### config.mk
export PLATFORM = sky130hd
export DESIGN_NAME = instruction_fetch_unit
export DESIGN_NICKNAME = d
export VERILOG_FILES = /design/src/rtl/instruction_fetch_unit.sv
export SDC_FILE = /design/constraint.sdc
export NUM_CORES = 1
export LEC_CHECK = 0
export BUFFER_PORTS_ARGS = -buffer_cell sky130_fd_sc_hd__buf_2
export CAP_MARGIN = 5
export CORE_ASPECT_RATIO = 1.2
export CORE_MARGIN = 2
export CORE_UTILIZATION = 56
export DETAILED_ROUTE_END_ITERATION = 10
export PLACE_DENSITY = 0.88
export SLEW_MARGIN = 20
export SYNTH_ARGS = -nofsm -noshare
export SYNTH_HDL_FRONTEND = slang
export SYNTH_SLANG_ARGS = --single-unit
### constraint.sdc
create_clock -name clk -period 4.15 [get_ports clk]
set_input_delay 0.415 -clock clk [delete_from_list [all_inputs] [get_ports clk]]
set_output_delay 0.415 -clock clk [all_outputs]
set_load 0.1 [all_outputs]
### src/rtl/instruction_fetch_unit.sv
// Fetch stage of a single-issue 32-bit MIPS pipeline.
//
// Owns the program counter and presents it to a combinational instruction
// memory. The returned word is captured into the IF/ID register. The stage
// honours hazard stalls, takes branch/jump redirects resolved in ID (squashing
// the wrong-path fetch), and stops on a misaligned or out-of-range PC.
//
// Ports:
//   clk            rising-edge clock
//   reset          synchronous active-high reset (highest priority)
//   instruction    word read from instruction memory at pc (same cycle)
//   stall          hazard unit hold request
//   branch_taken   ID: branch in IF/ID resolved taken
//   branch_imm     ID: signed branch offset in words
//   jump           ID: J instruction in IF/ID
//   jump_index     ID: J target field
//   pc             fetch address to instruction memory
//   if_id_instr    captured instruction (0 = NOP when invalid)
//   if_id_pc_plus4 PC+4 of the captured instruction
//   if_id_valid    IF/ID holds a real instruction
//   fetch_fault    sticky; fetch stopped on an illegal PC
//   fetch_count    number of instructions accepted into IF/ID
module instruction_fetch_unit #(
    parameter logic [31:0] RESET_PC   = 32'h0000_0000,
    parameter int          IMEM_BYTES = 1024
) (
    input  logic        clk,
    input  logic        reset,
    input  logic [31:0] instruction,
    input  logic        stall,
    input  logic        branch_taken,
    input  logic [15:0] branch_imm,
    input  logic        jump,
    input  logic [25:0] jump_index,
    output logic [31:0] pc,
    output logic [31:0] if_id_instr,
    output logic [31:0] if_id_pc_plus4,
    output logic        if_id_valid,
    output logic        fetch_fault,
    output logic [31:0] fetch_count
);

    typedef enum logic {RUN, FAULT} state_t;

    // Highest word-aligned address that still lies entirely inside memory.
    localparam logic [31:0] LAST_PC = 32'(IMEM_BYTES - 4);

    state_t             state;
    logic               redirect;
    logic               illegal_pc;
    logic        [31:0] pc_plus4;
    logic        [31:0] jump_target;
    logic        [31:0] branch_target;
    logic signed [31:0] branch_off;

    // Word offset sign-extended and scaled to bytes.
    function automatic logic signed [31:0] branch_offset(input logic [15:0] imm);
        return $signed({{14{imm[15]}}, imm, 2'b00});
    endfunction

    always_comb begin
        pc_plus4      = pc + 32'd4;
        // Redirect inputs describe the instruction in IF/ID, so a bubble
        // there cannot redirect.
        redirect      = (jump | branch_taken) & if_id_valid;
        jump_target   = {if_id_pc_plus4[31:28], jump_index, 2'b00};
        branch_off    = branch_offset(branch_imm);
        branch_target = if_id_pc_plus4 + $unsigned(branch_off);
        illegal_pc    = (pc[1:0] != 2'b00) || (pc > LAST_PC);
    end

    always_ff @(posedge clk) begin
        if (reset) begin
            state          <= RUN;
            pc             <= RESET_PC;
            if_id_instr    <= 32'h0;
            if_id_pc_plus4 <= 32'h0;
            if_id_valid    <= 1'b0;
            fetch_fault    <= 1'b0;
            fetch_count    <= 32'h0;
        end else begin
            case (state)
                RUN: begin
                    if (stall) begin
                        // Hold everything; ID re-presents any redirect later.
                    end else if (redirect) begin
                        // Jump wins over a simultaneous taken branch.
                        pc             <= jump ? jump_target : branch_target;
                        if_id_instr    <= 32'h0;
                        if_id_pc_plus4 <= 32'h0;
                        if_id_valid    <= 1'b0;
                    end else if (illegal_pc) begin
                        state          <= FAULT;
                        fetch_fault    <= 1'b1;
                        if_id_instr    <= 32'h0;
                        if_id_pc_plus4 <= 32'h0;
                        if_id_valid    <= 1'b0;
                    end else begin
                        pc             <= pc_plus4;
                        if_id_instr    <= instruction;
                        if_id_pc_plus4 <= pc_plus4;
                        if_id_valid    <= 1'b1;
                        fetch_count    <= fetch_count + 32'd1;
                    end
                end
                FAULT: begin
                    // Frozen until reset; IF/ID was already squashed on entry.
                    if_id_valid <= 1'b0;
                    fetch_fault <= 1'b1;
                end
                default: state <= FAULT;
            endcase
        end
    end

endmodule

==> results of run 1 <==
[worst paths after layout]
check,start,to,slack [ns],depth (start not counted)
max reg2reg,if_id_pc_plus4[8],pc[23],1.10,9
max,if_id_pc_plus4[8],pc[23],1.10,9
min,instruction[20],if_id_instr[20],0.23,3
min reg2reg,pc[1],pc[1],0.47,2
[tightest hold or removal path, cell delays in order]
cell,delay [ns]
buf_2,0.07
a22oi_1,0.05
nor2_1,0.08
[cell usage in the layout (no fill, tap or decap), types with 5 or more instances in the layout]
master / n
buf_2: 207
dfxtp_1: 131
nor2_1: 110
nand2_1: 64
a21oi_1: 54
a22oi_1: 48
o21ai_0: 41
xor2_1: 32
ha_1: 31
and2_1: 30
nand3_1: 27
xnor2_1: 24
clkbuf_16: 17
and3_1: 15
nor3_1: 13
a21o_1: 13
a211oi_1: 12
inv_1: 8
o21bai_1: 8
o22ai_1: 8
nor4_1: 7
nand4_1: 7
a31oi_1: 7
or3_1: 7
mux2i_1: 6
buf_4: 6
o211ai_1: 5
inv_8: 5
[cell usage after synthesis (12+ instances only)]
| library cell | count |
|---|---|
| clkbuf_1 | 41 |
| o21ai_0 | 41 |
| a21oi_1 | 54 |
| a22oi_1 | 48 |
| xor2_1 | 32 |
| ha_1 | 31 |
| dfxtp_1 | 131 |
| and2_1 | 30 |
| nand3_1 | 27 |
| nor3_1 | 13 |
| nor2_1 | 111 |
| nand2_1 | 64 |
| a21o_1 | 13 |
| and3_1 | 15 |
| a211oi_1 | 12 |
| xnor2_1 | 24 |
[cell type report]
type / count / area, sq um
Clock inverter: 15 / 139
Multi-Input combinational cell: 618 / 3850
Fill cell: 906 / 3220
Timing Repair Buffer: 213 / 1080
Inverter: 8 / 30.0
Clock buffer: 17 / 425
Sequential cell: 131 / 2620
Tap cell: 157 / 196
[flip-flops by register name (all words and copies together), names as in the netlist]
name,cells
fetch_fault,1
fetch_count,32
if_id_pc_plus4,32
state,1
if_id_instr,32
if_id_valid,1
pc,32
[routing by layer]
layer | part of all wire (%) | global-route usage (%) | up-vias
met2 | 49 | 52.9 | 373
li1 | - | - | 3259
met4 | 4.4 | 16.7 | 0
met5 | 0 | 0 | -
met3 | 8.1 | 5.59 | 73
met1 | 38 | 34.4 | 3171
[cell families after synthesis]
group | count (synthesis)
compound gates | 218
mux | 7
simple gates | 305
buf+inv | 51
fa+ha+maj | 32
xor+xnor | 56
flops | 131
[per-stage QoR]
stage	cell area, sq um	cells
final	8350	1159
after global routing	8350	1159
after CTS	8350	1159
after detailed placement	7780	1127
after global placement	7780	1127
after floorplan	6670	800
[report_power, final]
group          total [mW]  leakage [nW]  internal (mW)  switching, mW
Clock                1.43         0.266          0.790          0.642
Sequential           1.56          1.06           1.43          0.129
Combinational        2.38          2.56          0.473           1.91
==> impl_results.md, run 1 <==
- Worst-Margin Slew: 0.805 ns
- Xor-xnor portion of the synthesized cell area: 7.35%
- Vias per cell: 5.93
- Final Worst Setup Slack: 1.10 ns
- # IOs: 209
- Largest net degree at the start of global routing: 70
- CORE AREA: 11600 sq um
- CP startpoint kind: flop
- Crit Path Class: reg2reg
- Clock transition at path regs: 0.07 ns
- Row count: 43
- Pwr dens: 643 nW/um^2
- Post-cts resize count: 0
- Worst rel slew slack: 46.4%
- Post-synth net total: 911
- Slowest stage cell, crit path: a21oi_1
- Cell Chain, Critical Path: ha_1, a2111oi_0, o21ai_0, a21oi_1, o21bai_1, a31oi_1, xnor2_1, a222oi_1, nor2_1
- Pre-antenna DRT Iters: 5
- Via count: 6876
- Ant. Diodes: 0
- Leak: 3.89 nW
- Worst endpoint data arrival time: 3.35 ns
- WL final: 19.5 mm
- Period minus WS final: 3.05 ns
- Asr flop ratio synth: 0%
- Die X: 104 um
- Worst-Skew Late Latency: 0.43 ns
- Buf+Inv Stages, Crit Path: 0
- Gr ovfl total: 0
- Initial antenna violation count: 0
- Crit path max fanout: 5
- Hold WS: 0.226 ns
- CP endpoint kind: flop
- Share of cells above drive strength 1: 25.4%
- CP required: 4.45 ns
- Peak supply drop: 312 uV
- Gpl congestion: 0.948
- Area leader, netlist: dfxtp_1
- Layout net count: 1100
- Maxcap violations: 0
- Syn Inst Count: 800
- Drt wl/cell: 16.8 um
- Vias in the first global route: 6437
- Detail Route Antenna Nets: 0
- HP Class: in2reg
- Setup TNS: 0 ns
- # hold bufs at CTS: 0
- Ys Warns: 0
- Cell area after synthesis: 6670 sq um
- Post-synth EDFFs: 0
- PortBufs: 208
- Total die area: 12800 sq um
- Largest family of logic cells by synthesized area: simple AND/OR/NAND/NOR gates
- Top-area cell type share of the netlist area: 39.3%
- Setup bufs post-CTS: 0
- First-pass GRT wire length: 30.7 mm
- Vert. Die Dim: 124 um
- CTS tree: built
- Syn avg cell area: 8.34 sq um
- Top post-synthesis cells by area: dfxtp_1 (39%), nor2_1 (6.2%), ha_1 (5.8%), a22oi_1 (5.4%), xor2_1 (4.2%)
- Initial core utilization: 57.7%
- Depth of the CTS H-tree: 4
- Root Driver: clkbuf_16
- Slew Viols, Final: 0
- Setup Skew: 0.00885 ns
- Place WS: 0.932 ns
- Setup repair after global routing missed its margin: false
- Seq cells post-synth: 131
- First DRT Iteration DRCs: 439
- Clock buffer depth: 2
- Area Overhead vs Synth: 25.2%
- Top delay family on crit path: compound AO/OA/AOI/OAI gates
- Compound-Gate Fraction of Synth Area: 21.0%
- Post-synthesis mux area share: 1.07%
- Number of CTS-inserted buffers: 17
- Adder-cell share of the synthesized area: 6.12%
- Sink Count: 131
- Status: finished, final reports clean
- Remaining DRCs: 0
- Hold Fails Final Rpt: 0
- Fin crit share: 73.5%
- Post-synthesis sequential area ratio: 39.3%
- Synth unique cells: 50
- Critical path's largest stage delay: 0.42 ns
- Simple-Gate Fraction of Synth Area: 22.2%
- Final Power: 5.37 mW
- DP HPWL: 14.0 mm
- Setup violations, final: 0
- Fin util: 72.2%
- Ys flop type: dfxtp_1
- FMAX: 328 MHz
- Global Route Usage Sum: 29.9%
Note: power is estimated with default switching activity, not from simulation.
==> inputs of run 2 (changes only) <==
- CORE_UTILIZATION: 56 -> 47
- PLACE_DENSITY: 0.88 -> 0.79
- clock period: 4.15 -> 2.67 ns (I/O delays scaled with it)
==> run 2 against run 1 <==
  * Combinational power increased by 61%
  * First-iteration DRC count increased by 8.7%
  * Die area increased by 18%
  * Hold slack got worse by 0.15 ns
  * Fmax increased by 17%
  * Flip-flop and latch count unchanged
  * Global-route usage decreased by 4.1 points
  * Routed wire length increased by 1.5%
  * Largest cell class unchanged
==> impl_results.md, run 2 (synthesis gave the netlist of run 1 again) <==
- Status: finished, final reports clean (unchanged)
- CP startpoint: if_id_pc_plus4[8] (unchanged)
- Fin crit share: 97.2% (was 73.5%)
- Top delay family on crit path: compound AO/OA/AOI/OAI gates (unchanged)
- Ant. Diodes: 0 (unchanged)
- Share of cells above drive strength 1: 31.6% (was 25.4%)
- Period minus WS final: 2.60 ns (was 3.05 ns)
- Cell Chain, Critical Path: ha_1, buf_4, o211ai_1, a21oi_1, a21oi_1, buf_4, o32a_1, o21ai_1, mux2_2, a211oi_1 (was ha_1, a2111oi_0, o21ai_0, a21oi_1, o21bai_1, a31oi_1, xnor2_1, a222oi_1, nor2_1)
- Drt wl/cell: 16.5 um (was 16.8 um)
- Crit Path Class: reg2reg (unchanged)
- Number of CTS-inserted buffers: 17 (unchanged)
- Reg area: 2680 sq um (was 2620 sq um)
- Gr ovfl total: 0 (unchanged)
- Levels on crit path: 10 (was 9)
- Vert. Die Dim: 135 um (was 124 um)
- Place WS: 0.00278 ns (was 0.932 ns)
- Worst r2r src: if_id_pc_plus4[8] (unchanged)
- Crit path max fanout: 4 (was 5)
- Clock transition at path regs: 0.06 ns (was 0.07 ns)
- Peak supply drop: 638 uV (was 312 uV)
- Filler instances: 1242 (was 906)
- Design area: 8710 sq um (was 8350 sq um)
- Row count: 47 (was 43)
- Vias in the first global route: 6483 (was 6437)
- Buf+Inv Stages, Crit Path: 2 (was 0)
- HP Class: in2reg (unchanged)
- CP endpoint kind: flop (unchanged)
- Largest net degree at the start of global routing: 53 (was 70)
- Initial antenna violation count: 0 (unchanged)
- CTS tree: built (unchanged)
- WL final: 19.8 mm (was 19.5 mm)
- FF-to-FF path depth: 10 (was 9)
- Fin util: 63.0% (was 72.2%)
- Worst-Margin Slew: 1.16 ns (was 0.805 ns)
- Detail Route Antenna Nets: 0 (unchanged)
- Area occupied by multi-input gates: 3880 sq um (was 3850 sq um)
- Most frequent cells in the layout: buf_2 (207), nor2_1 (111), dfxtp_1 (88) (was buf_2 (207), dfxtp_1 (131), nor2_1 (110))
- PortBufs: 208 (unchanged)
- FF-to-FF End: pc[29] (was pc[23])
- Depth of the CTS H-tree: 4 (unchanged)
- Crit path to: pc[29] (was pc[23])
- Setup violations, final: 0 (unchanged)
- Most common cell after layout, fill and taps aside: buf_2 (unchanged)
- # IOs: 209 (unchanged)
- Worst rel slew slack: 22.3% (was 46.4%)
- Layout net count: 1126 (was 1100)
- Vias per cell: 5.61 (was 5.93)
- DP HPWL: 14.6 mm (was 14.0 mm)
- Gpl congestion: 0.952 (was 0.948)
- Slowest stage cell, crit path: o32a_1 (was a21oi_1)
- Maxcap violations: 0 (unchanged)
- Area Overhead vs Synth: 30.5% (was 25.2%)
- Initial core utilization: 48.3% (was 57.7%)
- Remaining DRCs: 0 (unchanged)
- Total die area: 15200 sq um (was 12800 sq um)
- CP startpoint kind: flop (unchanged)
- # hold bufs at CTS: 0 (unchanged)
- Setup Skew: 0.00648 ns (was 0.00885 ns)
- Leak: 4.08 nW (was 3.89 nW)
- Final Worst Setup Slack: 0.0737 ns (was 1.10 ns)
- Worst endpoint data arrival time: 2.92 ns (was 3.35 ns)
- FMAX: 385 MHz (was 328 MHz)
- Slew Viols, Final: 0 (unchanged)
- CP required: 3.00 ns (was 4.45 ns)
- Global Route Usage Sum: 25.8% (was 29.9%)
- CORE AREA: 13800 sq um (was 11600 sq um)
- First DRT Iteration DRCs: 477 (was 439)
- R2r setup slk: 0.07 ns (was 1.10 ns)
- Critical path's largest stage delay: 0.38 ns (was 0.42 ns)
- Die X: 113 um (was 104 um)
- Setup bufs post-CTS: 0 (unchanged)
- Via count: 6727 (was 6876)
- First-pass GRT wire length: 31.6 mm (was 30.7 mm)
- Hold Fails Final Rpt: 0 (unchanged)
- Clock buffer depth: 2 (unchanged)
- Pre-antenna DRT Iters: 5 (unchanged)
- Pwr dens: 1000 nW/um^2 (was 643 nW/um^2)
- Sink Count: 131 (unchanged)
- Worst-Skew Late Latency: 0.42 ns (was 0.43 ns)
- Area post-placement: 8070 sq um (was 7780 sq um)
- Root Driver: clkbuf_16 (unchanged)
run 2: worst min path at each step:
stage,start,endpoint,slack (ns),cells after the start
2_1_floorplan,instruction[0],if_id_instr[0],0.42,2
6_report,instruction[26],if_id_instr[26],0.08,3
3_5_place_dp,if_id_pc_plus4[15],if_id_pc_plus4[15],0.45,1
3_3_place_gp,if_id_pc_plus4[22],if_id_pc_plus4[22],0.45,1
4_1_cts,instruction[26],if_id_instr[26],0.07,3
5_1_grt,instruction[26],if_id_instr[26],0.08,3
run 2: per-stage QoR:
stage	std cells	setup TNS, ns	hold WS [ns]	power, mW
after floorplan	800	0	0.415	5.42
after global placement	1167	0	0.450	6.24
after detailed placement	1167	0	0.454	6.28
after CTS	1199	0	0.0733	8.72
after global routing	1199	-0.0362	0.0834	9.09
final	1199	0	0.0791	8.70
run 2: report_power, final:
part / internal [mW] / switching, mW
clock: 1.58 / 0.852
combinational: 0.836 / 3.00
sequential: 2.23 / 0.203
total: 4.65 / 4.06
run 2: timing repair:
item,4_1_cts,5_1_grt
endpoints found under the hold margin,0,0
endpoints found under the setup margin,0,11
resized for setup,0,9
run 2: tightest hold or removal path, stage by stage:
cell,delay [ns]
buf_2,0.07
a22oi_1,0.05
nor2_1,0.07
run 2: area by class of cell:
type / instances / area share (%)
clock buffer: 22 / 5.22
tap: 171 / 2.46
multi-input combinational: 618 / 44.6
sequential: 131 / 30.8
clock inverter: 10 / 1.78
inverter: 8 / 0.345
timing repair buffer: 239 / 14.8
run 2: per-layer routing:
| metal | up-vias | wire [um] | track usage (%) |
|---|---|---|---|
| met4 | 0 | 429 | 9.15 |
| met3 | 40 | 1290 | 5.07 |
| met5 | - | 0 | 0 |
| met1 | 3122 | 8180 | 31.0 |
| li1 | 3304 | - | - |
| met2 | 261 | 9930 | 45.9 |
==> inputs of run 3 (changes only) <==
- CORE_ASPECT_RATIO: 1.2 -> 0.7
==> run 3 against run 2 <==
  * Cell count increased by 2.1%
  * Largest cell class unchanged
  * Flip-flop and latch count is the same
  * Register-to-register slack barely moved
==> impl_results.md, run 3 (synthesis gave the netlist of run 1 again) <==
- PortBufs: 208 (unchanged)
- Remaining DRCs: 0 (unchanged)
- Number of CTS-inserted buffers: 17 (unchanged)
- Clock buffer depth: 2 (unchanged)
- Hold Fails Final Rpt: 0 (unchanged)
- FMAX: 387 MHz (was 385 MHz)
- CORE AREA: 13900 sq um (was 13800 sq um)
- Wire length on met3: 1.66 mm (was 1.29 mm)
- CP required: 2.95 ns (was 3.00 ns)
- Worst-Skew Late Latency: 0.41 ns (was 0.42 ns)
- CP endpoint kind: flop (unchanged)
- Met2 Routed Length: 8.47 mm (was 9.93 mm)
- FF-to-FF End: fetch_count[31] (was pc[29])
- Top routing layer used: met4 (unchanged)
- Setup TNS: 0 ns (unchanged)
- Clock transition at path regs: 0.06 ns (about the same)
- FF-to-FF path depth: 10 (unchanged)
- Vias per cell: 5.48 (was 5.61)
- CTS tree: built (unchanged)
- Fin crit share: 96.8% (was 97.2%)
- Vert. Die Dim: 104 um (was 135 um)
- Period minus WS final: 2.59 ns (was 2.60 ns)
- R2r setup slk: 0.08 ns (was 0.07 ns)
- Share of cells above drive strength 1: 32.5% (was 31.6%)
- CP startpoint: pc[20] (was if_id_pc_plus4[8])
- Leak: 4.11 nW (was 4.08 nW)
- Place WS: -0.0302 ns (was 0.00278 ns)
- Gpl congestion: 0.977 (was 0.952)
- Setup Skew: 0.0127 ns (was 0.00648 ns)
- # hold bufs at CTS: 0 (unchanged)
- Sink Count: 131 (unchanged)
- Row count: 36 (was 47)
- Metal-1 WL: 9.39 mm (was 8.18 mm)
- Worst r2r src: pc[20] (was if_id_pc_plus4[8])
- Worst rel slew slack: 61.1% (was 22.3%)
- Crit path max fanout: 5 (was 4)
- Final Worst Setup Slack: 0.0844 ns (was 0.0737 ns)
- DP HPWL: 14.5 mm (was 14.6 mm)
- Initial core utilization: 48.1% (was 48.3%)
- Pre-antenna DRT Iters: 5 (unchanged)
- Vias in the first global route: 6332 (was 6483)
- WL final: 19.8 mm (about the same)
- Ant. Diodes: 0 (unchanged)
- Initial antenna violation count: 0 (unchanged)
- Peak supply drop: 583 uV (was 638 uV)
- Setup violations, final: 0 (unchanged)
- Pwr dens: 999 nW/um^2 (was 1000 nW/um^2)
- Largest net degree at the start of global routing: 56 (was 53)
- Via count: 6705 (was 6727)
- Drt wl/cell: 16.1 um (was 16.5 um)
- Most common cell after layout, fill and taps aside: buf_2 (unchanged)
- Die X: 146 um (was 113 um)
- Crit path to: fetch_count[31] (was pc[29])
- CP startpoint kind: flop (unchanged)
- Area Overhead vs Synth: 31.6% (was 30.5%)
- Slew Viols, Final: 0 (unchanged)
- Detail Route Antenna Nets: 0 (unchanged)
- Total die area: 15200 sq um (about the same)
- Global Route Usage Sum: 25.6% (was 25.8%)
- Worst endpoint data arrival time: 2.86 ns (was 2.92 ns)
- First-pass GRT wire length: 31.7 mm (was 31.6 mm)
- Status: finished, final reports clean (unchanged)
- Maxcap violations: 0 (unchanged)
- Gr ovfl total: 0 (unchanged)
- # IOs: 209 (unchanged)
- Most frequent cells in the layout: buf_2 (207), nor2_1 (111), dfxtp_1 (88) (unchanged)
- Hold WS: 0.0891 ns (was 0.0791 ns)
- Setup repair after global routing missed its margin: true
- Crit Path Class: reg2reg (unchanged)
- HP Class: in2reg (unchanged)
- Worst-Margin Slew: 0.582 ns (was 1.16 ns)
- Layout net count: 1132 (was 1126)
- Depth of the CTS H-tree: 4 (unchanged)
- Root Driver: clkbuf_16 (unchanged)
- First DRT Iteration DRCs: 564 (was 477)
==> run 3: routing by layer <==
layer	global-route usage, %	up-vias
li1	-	3304
met1	36.8	3109
met2	38.4	273
met3	5.46	19
met4	8.18	0
met5	0	-
==> run 3: final cells by class <==
cell class / instances / area [sq um]
Inverter: 8 / 30.0
Timing Repair Buffer: 245 / 1320
Clock buffer: 19 / 443
Tap cell: 190 / 238
Sequential cell: 131 / 2680
Multi-Input combinational cell: 618 / 3890
Clock inverter: 13 / 170
Fill cell: 1224 / 5100
==> run 3: worst min path at each step <==
stage / start / to / slack (ns) / depth (start not counted)
2_1_floorplan: instruction[0] / if_id_instr[0] / 0.42 / 2
4_1_cts: instruction[0] / if_id_instr[0] / 0.08 / 3
3_5_place_dp: if_id_pc_plus4[14] / if_id_pc_plus4[14] / 0.45 / 1
5_1_grt: instruction[6] / if_id_instr[6] / 0.10 / 3
3_3_place_gp: pc[0] / pc[0] / 0.44 / 2
6_report: instruction[19] / if_id_instr[19] / 0.09 / 3
==> run 3: worst max-delay path, stage by stage, from the launching register on <==
cell and delay (ns):
dfxtp_2 0.32, nor4_2 0.26, buf_4 0.16, nand4_1 0.08, buf_4 0.18, nor4_4 0.40
nand4_2 0.23, nor4_4 0.44, nand3_1 0.15, xor2_1 0.17, nor2_1 0.05
==> run 3: power by group <==
part / switching (mW) / internal [mW] / total (mW)
Sequential: 0.209 / 2.23 / 2.44
Combinational: 3.00 / 0.890 / 3.89
Clock: 0.930 / 1.51 / 2.44
Total: 4.14 / 4.63 / 8.77
==> run 3: stage by stage <==
stage / cell area [sq um] / util (%) / total power [mW] / cells
after floorplan: 6730 / - / 5.42 / 800
after global placement: 8090 / 58.3 / 6.23 / 1187
after detailed placement: 8090 / 58.3 / 6.28 / 1187
after CTS: 8710 / 62.8 / 8.74 / 1219
after global routing: 8780 / 63.3 / 9.16 / 1224
final: 8780 / 63.3 / 8.77 / 1224
==> run 3: timing repair <==
| item | 4_1_cts | 5_1_grt |
|---|---|---|
| pin swaps | 0 | 6 |
| gates cloned | 0 | 0 |
| setup buffers | 0 | 5 |
| resized for setup | 1 | 8 |
| endpoints found under the setup margin | 1 | 14 |
